==> config.mk <==
export PLATFORM = sky130hd
export DESIGN_NAME = clint_ctrl
export DESIGN_NICKNAME = d
export VERILOG_FILES = /design/src/rtl/clint_ctrl_pkg.sv /design/src/rtl/clint_ctrl.sv
export SDC_FILE = /design/constraint.sdc
export NUM_CORES = 1
export LEC_CHECK = 0
export ABC_AREA = 1
export CELL_PAD_IN_SITES_DETAIL_PLACEMENT = 1
export CELL_PAD_IN_SITES_GLOBAL_PLACEMENT = 1
export CORE_MARGIN = 3
export CORE_UTILIZATION = 21
export DETAILED_ROUTE_END_ITERATION = 12
export PLACE_DENSITY = 0.81
export SYNTH_ARGS = -nofsm -noshare
export SYNTH_HDL_FRONTEND = slang
export SYNTH_SLANG_ARGS = --single-unit
==> constraint.sdc <==
create_clock -name clk -period 1.6 [get_ports clk]
set_input_delay 0.32 -clock clk [delete_from_list [all_inputs] [get_ports clk]]
set_output_delay 0.32 -clock clk [all_outputs]
set_load 0.02 [all_outputs]
==> src/rtl/clint_ctrl_pkg.sv <==
// Shared constants for the core-local interrupt controller: CSR addresses,
// system instruction encodings and mstatus bit positions.
package clint_ctrl_pkg;

  localparam logic [11:0] CSR_MSTATUS = 12'h300;
  localparam logic [11:0] CSR_MEPC    = 12'h341;
  localparam logic [11:0] CSR_MCAUSE  = 12'h342;

  localparam logic [31:0] INST_ECALL  = 32'h0000_0073;
  localparam logic [31:0] INST_EBREAK = 32'h0010_0073;
  localparam logic [31:0] INST_MRET   = 32'h3020_0073;

  localparam int MSTATUS_MIE    = 3;
  localparam int MSTATUS_MPIE   = 7;
  localparam int MSTATUS_MPP_LO = 11;
  localparam int MSTATUS_MPP_HI = 12;

  localparam logic [31:0] CAUSE_ECALL  = 32'd11;
  localparam logic [31:0] CAUSE_EBREAK = 32'd3;
  localparam logic [1:0]  PRIV_M       = 2'b11;

  function automatic logic [31:0] csr_addr(input logic [11:0] a);
    return {20'h0, a};
  endfunction

endpackage

==> src/rtl/clint_ctrl.sv <==
// Trap/mret sequencer: writes mepc/mcause/mstatus through the CSR clint port
// while holding the pipeline, then strobes a PC redirect.
//
// state        | meaning
// S_IDLE       | watching ID for ecall/ebreak/mret and external interrupts
// S_W_MEPC     | writing the latched PC to mepc
// S_W_MCAUSE   | writing the latched cause to mcause
// S_W_MSTATUS  | trap mstatus update, switch to machine mode
// S_ASSERT     | redirect to mtvec
// S_W_MRET     | mret mstatus update, restore privilege from MPP
// S_ASSERT_MRET| redirect to mepc
module clint_ctrl
  import clint_ctrl_pkg::*;
#(
  parameter int          INT_W     = 8,
  parameter logic [31:0] INT_CAUSE = 32'h8000_000B
) (
  input  logic             clk,
  input  logic             rst_n,
  input  logic [INT_W-1:0] int_flag_i,
  input  logic [31:0]      inst_i,
  input  logic [31:0]      inst_addr_i,
  input  logic             jump_flag_i,
  input  logic [31:0]      jump_addr_i,
  input  logic             hold_flag_i,
  input  logic [31:0]      csr_mtvec_i,
  input  logic [31:0]      csr_mepc_i,
  input  logic [31:0]      csr_mstatus_i,
  input  logic [1:0]       privilege_i,
  output logic             we_o,
  output logic [31:0]      waddr_o,
  output logic [31:0]      wdata_o,
  output logic             priv_we_o,
  output logic [1:0]       priv_o,
  output logic             hold_flag_o,
  output logic             int_assert_o,
  output logic [31:0]      int_addr_o
);

  localparam logic [2:0] S_IDLE        = 3'd0;
  localparam logic [2:0] S_W_MEPC      = 3'd1;
  localparam logic [2:0] S_W_MCAUSE    = 3'd2;
  localparam logic [2:0] S_W_MSTATUS   = 3'd3;
  localparam logic [2:0] S_ASSERT      = 3'd4;
  localparam logic [2:0] S_W_MRET      = 3'd5;
  localparam logic [2:0] S_ASSERT_MRET = 3'd6;

  logic [2:0]  state_q, state_d;
  logic [31:0] pc_q, cause_q, mst_q;
  logic        in_idle, is_ecall, is_ebreak, is_mret;
  logic        sync_req, mret_req, async_req;
  logic [31:0] mst_trap, mst_mret;

  assign in_idle   = (state_q == S_IDLE);
  assign is_ecall  = (inst_i == INST_ECALL);
  assign is_ebreak = (inst_i == INST_EBREAK);
  assign is_mret   = (inst_i == INST_MRET);

  // A redirecting EX means the instruction in ID is squashed, so only
  // asynchronous interrupts may be taken that cycle.
  assign sync_req  = in_idle & (is_ecall | is_ebreak) & ~jump_flag_i;
  assign mret_req  = in_idle & is_mret & ~jump_flag_i & ~sync_req;
  assign async_req = in_idle & (|int_flag_i) & csr_mstatus_i[MSTATUS_MIE] & ~hold_flag_i
                     & ~sync_req & ~mret_req;

  assign hold_flag_o = rst_n & (~in_idle | sync_req | mret_req | async_req);

  always_ff @(posedge clk or negedge rst_n) begin
    if (!rst_n) state_q <= S_IDLE;
    else        state_q <= state_d;
  end

  always_ff @(posedge clk or negedge rst_n) begin
    if (!rst_n) begin
      pc_q    <= '0;
      cause_q <= '0;
      mst_q   <= '0;
    end else if (sync_req) begin
      pc_q    <= inst_addr_i;
      cause_q <= is_ecall ? CAUSE_ECALL : CAUSE_EBREAK;
      mst_q   <= csr_mstatus_i;
    end else if (async_req) begin
      pc_q    <= jump_flag_i ? jump_addr_i : inst_addr_i;
      cause_q <= INT_CAUSE;
      mst_q   <= csr_mstatus_i;
    end else if (mret_req) begin
      mst_q   <= csr_mstatus_i;
    end
  end

  always_comb begin
    state_d = state_q;
    case (state_q)
      S_IDLE: begin
        if (sync_req | async_req) state_d = S_W_MEPC;
        else if (mret_req)        state_d = S_W_MRET;
      end
      S_W_MEPC:      state_d = S_W_MCAUSE;
      S_W_MCAUSE:    state_d = S_W_MSTATUS;
      S_W_MSTATUS:   state_d = S_ASSERT;
      S_ASSERT:      state_d = S_IDLE;
      S_W_MRET:      state_d = S_ASSERT_MRET;
      S_ASSERT_MRET: state_d = S_IDLE;
      default:       state_d = S_IDLE;
    endcase
  end

  always_comb begin
    mst_trap = mst_q;
    mst_trap[MSTATUS_MPIE] = mst_q[MSTATUS_MIE];
    mst_trap[MSTATUS_MIE]  = 1'b0;
    mst_trap[MSTATUS_MPP_HI:MSTATUS_MPP_LO] = privilege_i;
    mst_mret = mst_q;
    mst_mret[MSTATUS_MIE]  = mst_q[MSTATUS_MPIE];
    mst_mret[MSTATUS_MPIE] = 1'b1;
    mst_mret[MSTATUS_MPP_HI:MSTATUS_MPP_LO] = 2'b00;
  end

  always_comb begin
    we_o         = 1'b0;
    waddr_o      = '0;
    wdata_o      = '0;
    priv_we_o    = 1'b0;
    priv_o       = '0;
    int_assert_o = 1'b0;
    int_addr_o   = '0;
    case (state_q)
      S_W_MEPC: begin
        we_o    = 1'b1;
        waddr_o = csr_addr(CSR_MEPC);
        wdata_o = pc_q;
      end
      S_W_MCAUSE: begin
        we_o    = 1'b1;
        waddr_o = csr_addr(CSR_MCAUSE);
        wdata_o = cause_q;
      end
      S_W_MSTATUS: begin
        we_o      = 1'b1;
        waddr_o   = csr_addr(CSR_MSTATUS);
        wdata_o   = mst_trap;
        priv_we_o = 1'b1;
        priv_o    = PRIV_M;
      end
      S_ASSERT: begin
        int_assert_o = 1'b1;
        int_addr_o   = csr_mtvec_i;
      end
      S_W_MRET: begin
        we_o      = 1'b1;
        waddr_o   = csr_addr(CSR_MSTATUS);
        wdata_o   = mst_mret;
        priv_we_o = 1'b1;
        priv_o    = mst_q[MSTATUS_MPP_HI:MSTATUS_MPP_LO];
      end
      S_ASSERT_MRET: begin
        int_assert_o = 1'b1;
        int_addr_o   = csr_mepc_i;
      end
      default: ;
    endcase
  end

endmodule

==> out/results.tsv <==
stage	metric	value	unit
clock_tree	cts.reportedPaths.clkPinSlew	0.06	ns
detailed_routing	totalWireLength	24770	microns
floorplanning	die_area	0.02341	sq mm
detailed_routing	number_of_vias_in_the_routed_layout	5801	
worst_setup_path	worst_setup_path_startpoint	state_q[1]	
worst_setup_path	ordered_cell_list_for_the_critical_path	nor2_2 -> inv_2 -> buf_6 -> nor2_4 -> inv_4 -> buf_12 -> o211ai_1 -> buf_4	
power_and_ir_drop	total_power	14010	uW
synth	yosys_reg_bits	70	
synth	netlist.top_cell.by_area	sky130_fd_sc_hd__dfrtp_1	
synth	syn_inst	687	
worst_setup_path	cpPeakStageDelay	0.45	ns
status	status	finished with violations	
timing	grt_setup_unrepaired	yes	
min_path	hp-class	in -> async	
global_routing	grt_start_max_net_pins	71	
synth	synth_top_area_share	0.3860	
power_and_ir_drop	vdd_drop_max	0.5890	mV
floorplanning	coreArea	0.02115	sq mm
cells_and_area	drive_above_1_share	0.4042	
detailed_routing	drt_iter0_drc	152	
synth	cell_area_after_technology_mapping	0.004538	sq mm
placement	placed_cell_area	0.007983	sq mm
placement	finalWeightedCongestion	0.7830	
global_routing	grt.total_usage	0.1964	
cells_and_area	design.final.nets	1246	
synth	syn_avg_cell_area	6.606	sq um
detailed_routing	drtPass1Iterations	4	
timing	setup_total_negative_slack	-53.03	ns
cells_and_area	post_layout_nonfiller_instances	1319	
timing	final.period_utilization	1.321	
detailed_routing	drcViolationCount	0	
placement	place.detailed.instances	1254	
cells_and_area	antenna-diode-count	0	
detailed_routing	avgRoutedWirePerCell	18.78	microns
placement	estimated_wirelength_of_the_detail_placed_design	15660	microns
flow_run	max-cap-violations	0	
timing	finalSetupViolCount	143	
clock_tree	cts_htree_levels	3	
worst_setup_path	arrival	1.79	ns
global_routing	grt_pass1_wl	35990	microns
placement	portBuffers	280	
timing	fin_skew	0.007112	ns
timing	finalHoldViolCount	0	
synth	synth_warnings	0	
global_routing	grt_overflow_total	0	
cells_and_area	fin_area	0.01028	sq mm
power_and_ir_drop	static-leakage-power	0.004903	uW
worst_setup_path	worstPathRequired	1.28	ns
worst_setup_path	timing.critical_path.max_delay_family	buffers and inverters	
worst_setup_path	cp_max_fo	8	
synth	synth_cell_type_count	27	
timing	setup_slack	-0.5144	ns
clock_tree	clock_latency	0.34	ns
worst_setup_path	crit_path_top_delay_cell	sky130_fd_sc_hd__dfrtp_2	
detailed_routing	post_drt_via_cell_ratio	4.398	
floorplanning	row_count	53	
floorplanning	fp.dieW	153.0	microns
floorplanning	design.portCount	308	
clock_tree	cts_max_path_buffers	2	
clock_tree	ctsRootBufferMaster	sky130_fd_sc_hd__clkbuf_16	
worst_setup_path	cp-start-kind	flip-flop	
synth	yosysSeqAreaShare	0.3860	
worst_setup_path	timing.critical_path.to_type	primary output	
floorplanning	starting_utilization_of_the_core_area	0.2145	
synth	ys_top_cells_by_area	sky130_fd_sc_hd__dfrtp_1 (39%), sky130_fd_sc_hd__nand2_1 (23%), sky130_fd_sc_hd__inv_1 (7.3%)	
global_routing	first_global_vias	6303	
global_routing	initial_antenna_violation_count	0	
cells_and_area	layout.core_utilization	0.4862	
power_and_ir_drop	power_per_cell_area	1362	mW/mm^2
clock_tree	tritoncts_clock_tree	yes	
floorplanning	die_h	153.0	microns
timing	fmax	473.0	MHz
worst_setup_path	timing.setup.critical_path_class	reg -> out	
detailed_routing	final_antenna_violating_net_count	0	
worst_setup_path	critical_path_buf_inv_count	5	
timing	shortest_period_the_worst_path_allows	2.114	ns
clock_tree	cts_buffers	9	
worst_setup_path	crit-reg2reg-launch	state_q[1]	
cells_and_area	areaGrowthSynthToFinish	126.6	%
status	violations	setup timing	
timing	drv_slew	0	
clock_tree	clkSinkCount	70	
==> cell type report <==
cell class	instances	area [sq um]
multi-input cells	487	3231
inverters	91	370.4
clock buffers	11	242.7
well taps	275	344.1
fillers	2441	10870
flip-flops and latches	70	1755
clock inverters	4	47.55
repair buffers	380	4283
repair inverters	1	11.26
==> final timing paths <==
check	to	slack, ns	cells past startpoint
max	wdata_o[1]	-0.51	8
min in group clk	cause_q[1]	0.46	1
min	pc_q[27]	0.1	2
max reg2reg	pc_q[22]	-0.47	12
max in group asynchronous	state_q[1]	1.14	2
min reg2reg	cause_q[1]	0.46	1
==> worst reg2reg max path, delay by kind of cell (launching register included) <==
kind	cells	cell delay, ns
AO/OA/AOI/OAI	2	0.36
AND/OR/NAND/NOR	6	0.64
flip-flops	1	0.45
buffers and inverters	4	0.53
==> sequential cells by signal, indices dropped and copies added, names as in the netlist <==
name / flops
mst_q: 32
cause_q: 3
state_q: 3
pc_q: 32
==> stage by stage <==
stage               hold slack, ns  setup WS (ns)
CTS                         0.1082        -0.5362
floorplan                  0.02441        -0.1671
detailed placement          0.4513         -1.056
global placement            0.4487         -1.028
finish                     0.09801        -0.5144
global route                0.1257        -0.6031
==> placed cells by master, fill, tap and decap left out, types with 19 or more instances in the layout <==
master                            count
sky130_fd_sc_hd__buf_12              19
sky130_fd_sc_hd__nand2_1            184
sky130_fd_sc_hd__nand2_4             35
sky130_fd_sc_hd__nor2_1              19
sky130_fd_sc_hd__o21ai_2             55
sky130_fd_sc_hd__dfrtp_1             67
sky130_fd_sc_hd__nand2_2             60
sky130_fd_sc_hd__nand3_1             23
sky130_fd_sc_hd__buf_6              102
sky130_fd_sc_hd__o21ai_4             31
sky130_fd_sc_hd__buf_4               34
sky130_fd_sc_hd__inv_1               80
sky130_fd_sc_hd__conb_1              27
sky130_fd_sc_hd__clkdlybuf4s50_1    203
==> routing by layer <==
| metal | global-route usage | share of wire | vias to the layer above |
|---|---|---|---|
| li1 | - | - | 2762 |
| met1 | 0.2210 | 0.39 | 2812 |
| met2 | 0.3762 | 0.54 | 204 |
| met3 | 0.04105 | 0.056 | 23 |
| met4 | 0.04794 | 0.014 | 0 |
| met5 | 0 | 0 | - |
==> cell families after synthesis <==
family / count (synthesis) / synth area share
AND/OR/NAND/NOR: 354 / 0.3077
buffers and inverters: 156 / 0.1660
AO/OA/AOI/OAI: 106 / 0.1395
flip-flops: 70 / 0.3860
other: 1 / 0.0008263
==> power by group <==
part           internal [uW]  total (uW)  switching (uW)
clock network           1240        2010             779
logic                   4330        8950            4620
registers               2560        3050             484
total                   8130       14000            5880
==> synthesized netlist by cell type <==
cell,n
sky130_fd_sc_hd__nand2_1,279
sky130_fd_sc_hd__inv_1,88
sky130_fd_sc_hd__dfrtp_1,70
sky130_fd_sc_hd__o21ai_0,66
sky130_fd_sc_hd__nand3_1,35
sky130_fd_sc_hd__nor2_1,31
sky130_fd_sc_hd__buf_4,29
sky130_fd_sc_hd__o21ai_2,22
sky130_fd_sc_hd__clkbuf_1,19
sky130_fd_sc_hd__buf_2,11
sky130_fd_sc_hd__o21ai_1,9
sky130_fd_sc_hd__buf_6,6
sky130_fd_sc_hd__inv_2,3
sky130_fd_sc_hd__nor3_1,3
sky130_fd_sc_hd__a22oi_1,2
sky130_fd_sc_hd__o211ai_1,2
sky130_fd_sc_hd__o22ai_1,2
sky130_fd_sc_hd__a21oi_1,1
sky130_fd_sc_hd__a21oi_2,1
sky130_fd_sc_hd__and2_1,1
sky130_fd_sc_hd__conb_1,1
sky130_fd_sc_hd__nand2_2,1
sky130_fd_sc_hd__nand4_1,1
sky130_fd_sc_hd__nor2_2,1
sky130_fd_sc_hd__nor2_4,1
sky130_fd_sc_hd__o221ai_1,1
sky130_fd_sc_hd__or2_1,1
==> timing repair <==
item / CTS / global route
hold buffers: 0 / 0
gates cloned: 12 / 3
endpoints found under the setup margin: 144 / 143
resized for setup: 602 / 142
pin swaps: 34 / 23
hold endpoints to repair: 0 / 0
setup buffers: 43 / 11
No activity file was read; power rests on OpenSTA's default activity.
